[src/rtl/const_encoder.sv]
// Immediate encoder: turns a 16-bit constant into an LBI or LBI+SLBI
// sequence for a destination register, and reports immediate-field fit.
module const_encoder #(
  parameter logic [4:0] LBI_OP  = 5'b11000,
  parameter logic [4:0] SLBI_OP = 5'b10010
) (
  input  logic        clk,
  input  logic        rst,
  input  logic        ReqValid,
  output logic        ReqReady,
  input  logic [2:0]  ReqRd,
  input  logic [15:0] ReqValue,
  output logic        InstrValid,
  input  logic        InstrReady,
  output logic [15:0] Instr,
  output logic        InstrLast,
  output logic [3:0]  Fit
);

  typedef enum logic [1:0] {
    IDLE,
    EMIT_LBI,
    EMIT_SLBI
  } state_t;

  state_t      state;
  logic [2:0]  rd;
  logic [7:0]  lo;
  logic [3:0]  fit_nx;

  always_comb begin
    fit_nx    = 4'b0000;
    fit_nx[0] = (&ReqValue[15:4]) | ~(|ReqValue[15:4]);
    fit_nx[1] = ~(|ReqValue[15:5]);
    fit_nx[2] = (&ReqValue[15:7]) | ~(|ReqValue[15:7]);
    fit_nx[3] = (&ReqValue[15:10]) | ~(|ReqValue[15:10]);
  end

  assign ReqReady = (state == IDLE);

  // The LBI word is built at accept time so Instr is purely registered;
  // only the low byte is kept for the optional SLBI.
  always_ff @(posedge clk) begin
    if (rst) begin
      state      <= IDLE;
      InstrValid <= 1'b0;
      Instr      <= 16'h0000;
      InstrLast  <= 1'b0;
      Fit        <= 4'b0000;
      rd         <= 3'd0;
      lo         <= 8'h00;
    end else begin
      unique case (state)
        IDLE: begin
          if (ReqValid) begin
            rd         <= ReqRd;
            lo         <= ReqValue[7:0];
            Fit        <= fit_nx;
            Instr      <= {LBI_OP, ReqRd,
                           fit_nx[2] ? ReqValue[7:0]
                                     : ReqValue[15:8]};
            InstrLast  <= fit_nx[2];
            InstrValid <= 1'b1;
            state      <= EMIT_LBI;
          end
        end
        EMIT_LBI: begin
          if (InstrReady) begin
            if (Fit[2]) begin
              state      <= IDLE;
              InstrValid <= 1'b0;
              InstrLast  <= 1'b0;
            end else begin
              state     <= EMIT_SLBI;
              Instr     <= {SLBI_OP, rd, lo};
              InstrLast <= 1'b1;
            end
          end
        end
        EMIT_SLBI: begin
          if (InstrReady) begin
            state      <= IDLE;
            InstrValid <= 1'b0;
            InstrLast  <= 1'b0;
          end
        end
        default: state <= IDLE;
      endcase
    end
  end

endmodule
[config.mk]
export PLATFORM = sky130hd
export DESIGN_NAME = const_encoder
export DESIGN_NICKNAME = d
export VERILOG_FILES = /design/src/rtl/const_encoder.sv
export SDC_FILE = /design/constraint.sdc
export NUM_CORES = 1
export LEC_CHECK = 0
export CORE_MARGIN = 2
export CORE_UTILIZATION = 48
export DETAILED_ROUTE_END_ITERATION = 10
export GPL_ROUTABILITY_DRIVEN = 0
export GPL_TIMING_DRIVEN = 0
export PLACE_DENSITY_LB_ADDON = 0.25
export SYNTH_ARGS = -nofsm -noshare
export SYNTH_HDL_FRONTEND = slang
export SYNTH_SLANG_ARGS = --single-unit
[constraint.sdc]
create_clock -name clk -period 2.55 [get_ports clk]
set_clock_uncertainty 0.1 [all_clocks]
set_input_delay 0.51 -clock clk [delete_from_list [all_inputs] [get_ports clk]]
set_output_delay 0.51 -clock clk [all_outputs]
set_load 0.005 [all_outputs]
==> flow_metrics.py <==
metrics = {
    "worst_hold_path": {
        "whs_path_depth": 2,
        "min_to": "lo[0]",
        "hold_path.class": "reg2reg",
        "min_from": "lo[0]",
    },
    "cts": {
        "clockRootBuffer": "clkbuf_4",
        "cts_resized": 0,
        "clock_sinks": 33,
        "clkSlewWorstSetupHoldPaths_ps": 100,
        "cts_tree": "done",
        "cts_max_path_buffers": 2,
        "ctsHoldBuffers": 0,
        "post_cts_buffers": 0,
        "cts-htree-levels": 2,
        "numCtsBuffers": 5,
        "clock_latency_ps": 340,
    },
    "die": {
        "initial_core_util": 0.507,
        "dieArea_um2": 4040,
        "pin_count": 46,
        "core_um2": 3360,
        "rows": 21,
        "die_w_um": 63.6,
        "die_y_um": 63.6,
    },
    "synthesis": {
        "postSynthCellCount": 201,
        "syn_area_per_cell_um2": 8.48,
        "synth_area_um2": 1700,
        "synth-seq-cells": 33,
        "synth_edf_count": 0,
        "synth-warning-count": 0,
        "synthArstFlopShare": 0,
        "ys_seq_area_frac": 0.388,
        "synth_ff_type": "dfxtp_1",
        "ys_types": 35,
    },
    "power_and_ir_drop": {
        "leakage_uw": 0.000846,
        "pwr_density_cell_nw_per_um2": 672,
        "vdd_drop_max_mv": 0.468,
    },
    "finish": {
        "drive_gt1_frac": 0.0677,
        "layout.nets": 278,
        "area_growth_syn_to_layout_pct": 31.5,
        "n_antenna_cell": 0,
        "final_common_cell": "clkdlybuf4s50_1",
        "final_area_um2": 2240,
        "mostFrequentLayoutCells": "clkdlybuf4s50_1, dfxtp_1, nand2_1, nor2_1, a21oi_1",
    },
    "critical_path": {
        "criticalPathCategory": "reg2out",
        "worstSetupStartpointType": "flop",
        "r2r-start": "state[1]",
        "worstPathMaxFanout": 8,
        "cp-end-kind": "output pin",
        "r2r_cells": 8,
        "rrSetupSlack_ps": 350,
        "r2r_end": "Instr[6]",
        "required_ps": 1940,
        "critical_path_arrival_ps": 1600,
    },
    "placed_design": {
        "io_buffers": 42,
        "dp_hpwl_mm": 2.93,
        "dpl_cell_area_um2": 2190,
    },
    "grt": {
        "grt_pass1_wl_mm": 6.89,
        "antenna_found_initial": 0,
        "track_usage": 0.219,
        "first_global_vias": 1481,
        "grt_max_degree": 11,
        "overflow": 0,
    },
    "drt": {
        "dr.pass1.iters": 4,
        "drc": 0,
        "wirelength_mm": 4.05,
        "wire_per_inst_um": 13.6,
        "drt_iter0_drc": 86,
        "antenna_left": 0,
        "vias": 1615,
        "viasPerCell": 5.44,
    },
    "timing": {
        "maxSlewViolCount": 0,
        "relSlewSlack": 0.636,
        "rsz0062_at_grt": "no",
        "worstMarginPinSlew_ps": 546,
        "finalHoldViolCount": 0,
        "whs_ps": 355,
        "post-route-min-period_ps": 2210,
        "clock.fmax_mhz": 452,
        "fin_crit_sh": 0.867,
        "setup_viol": 0,
    },
    "run": {
        "cap_violations": 0,
    },
    "status": {
        "status": "finished clean",
    },
}
-- registers in the layout, indices dropped and copies added, names as in the netlist --
| signal | count |
|---|---|
| Fit | 4 |
| Instr | 14 |
| InstrLast | 1 |
| InstrValid | 1 |
| lo | 8 |
| rd | 3 |
| state | 2 |
-- worst max-delay path, stage by stage (launching register included) --
cell and delay (ps):
dfxtp_1 350, inv_1 90, ha_1 270, clkdlybuf4s50_1 550
-- how the worst max path moves through the flow --
stage / start / slack, ps / cells after the start / endpoint
after floorplan: ReqValue[10] / 610 / 5 / Fit[0]
after global placement: ReqValue[10] / 0.8 / 6 / Instr[3]
after detailed placement: ReqValue[10] / -5 / 6 / Instr[3]
after CTS: state[0] / 310 / 3 / ReqReady
after global routing: state[1] / 200 / 8 / Instr[6]
final: state[0] / 340 / 3 / ReqReady
-- cell families (layout without fill, tap and decap cells) --
kind of cell | count (synthesis) | count (layout) | synth area share
other | 1 | 2 | 0.00220
DFF | 33 | 33 | 0.388
adders and majority gates | 4 | 4 | 0.0294
buffers and inverters | 20 | 69 | 0.0558
AOI/OAI and AO/OA | 50 | 50 | 0.209
muxes | 12 | 12 | 0.0705
and+or+nand+nor | 81 | 81 | 0.245
-- cell usage after synthesis (all sizes together), types with 2 or more instances --
library cell / number / area (um^2)
a211oi: 5 / 37.5
mux2i: 12 / 120
o221ai: 12 / 105
a311oi: 2 / 23.8
a21oi: 14 / 70.1
clkbuf: 9 / 33.8
nand2: 28 / 105
o21ai: 4 / 20.0
nand2b: 3 / 18.8
nand4: 2 / 12.5
nor2: 18 / 67.6
o211ai: 7 / 52.6
o21a: 3 / 22.5
buf: 8 / 50.0
and2: 13 / 81.3
inv: 3 / 11.3
ha: 4 / 50.1
nor2b: 3 / 18.8
nor3: 6 / 30.0
dfxtp: 33 / 661
nand3: 2 / 10.0
-- stage by stage --
stage               worst slack [ps]   util  setup TNS, ps  power, uW  cells
finish                           338  0.666              0       1510    297
floorplan                        607      -              0        969    202
detailed placement             -4.76  0.650          -4.76       1210    290
global placement               0.816  0.650              0       1200    290
global route                     195  0.666              0       1610    297
CTS                              310  0.666              0       1510    297
-- layout make-up --
type,instances,area (um^2)
Multi-Input combinational cell,149,952
Fill cell,322,1120
Sequential cell,33,661
Buffer,17,83.8
Clock buffer,7,55.1
Timing Repair Buffer,42,420
Tap cell,46,57.6
Inverter,3,11.3
-- where the power goes --
part | total [uW] | switching, uW | internal, uW
logic | 547 | 261 | 286
registers | 653 | 54.5 | 598
clock network | 306 | 176 | 130
total | 1510 | 491 | 1010
-- layer usage --
metal / track usage / up-vias / wire [um]
li1: - / 813 / -
met1: 0.278 / 747 / 1800
met2: 0.361 / 47 / 1950
met3: 0.0607 / 8 / 225
met4: 0.0679 / 0 / 66
met5: 0 / - / 0
No activity file was read; power rests on OpenSTA's default activity.
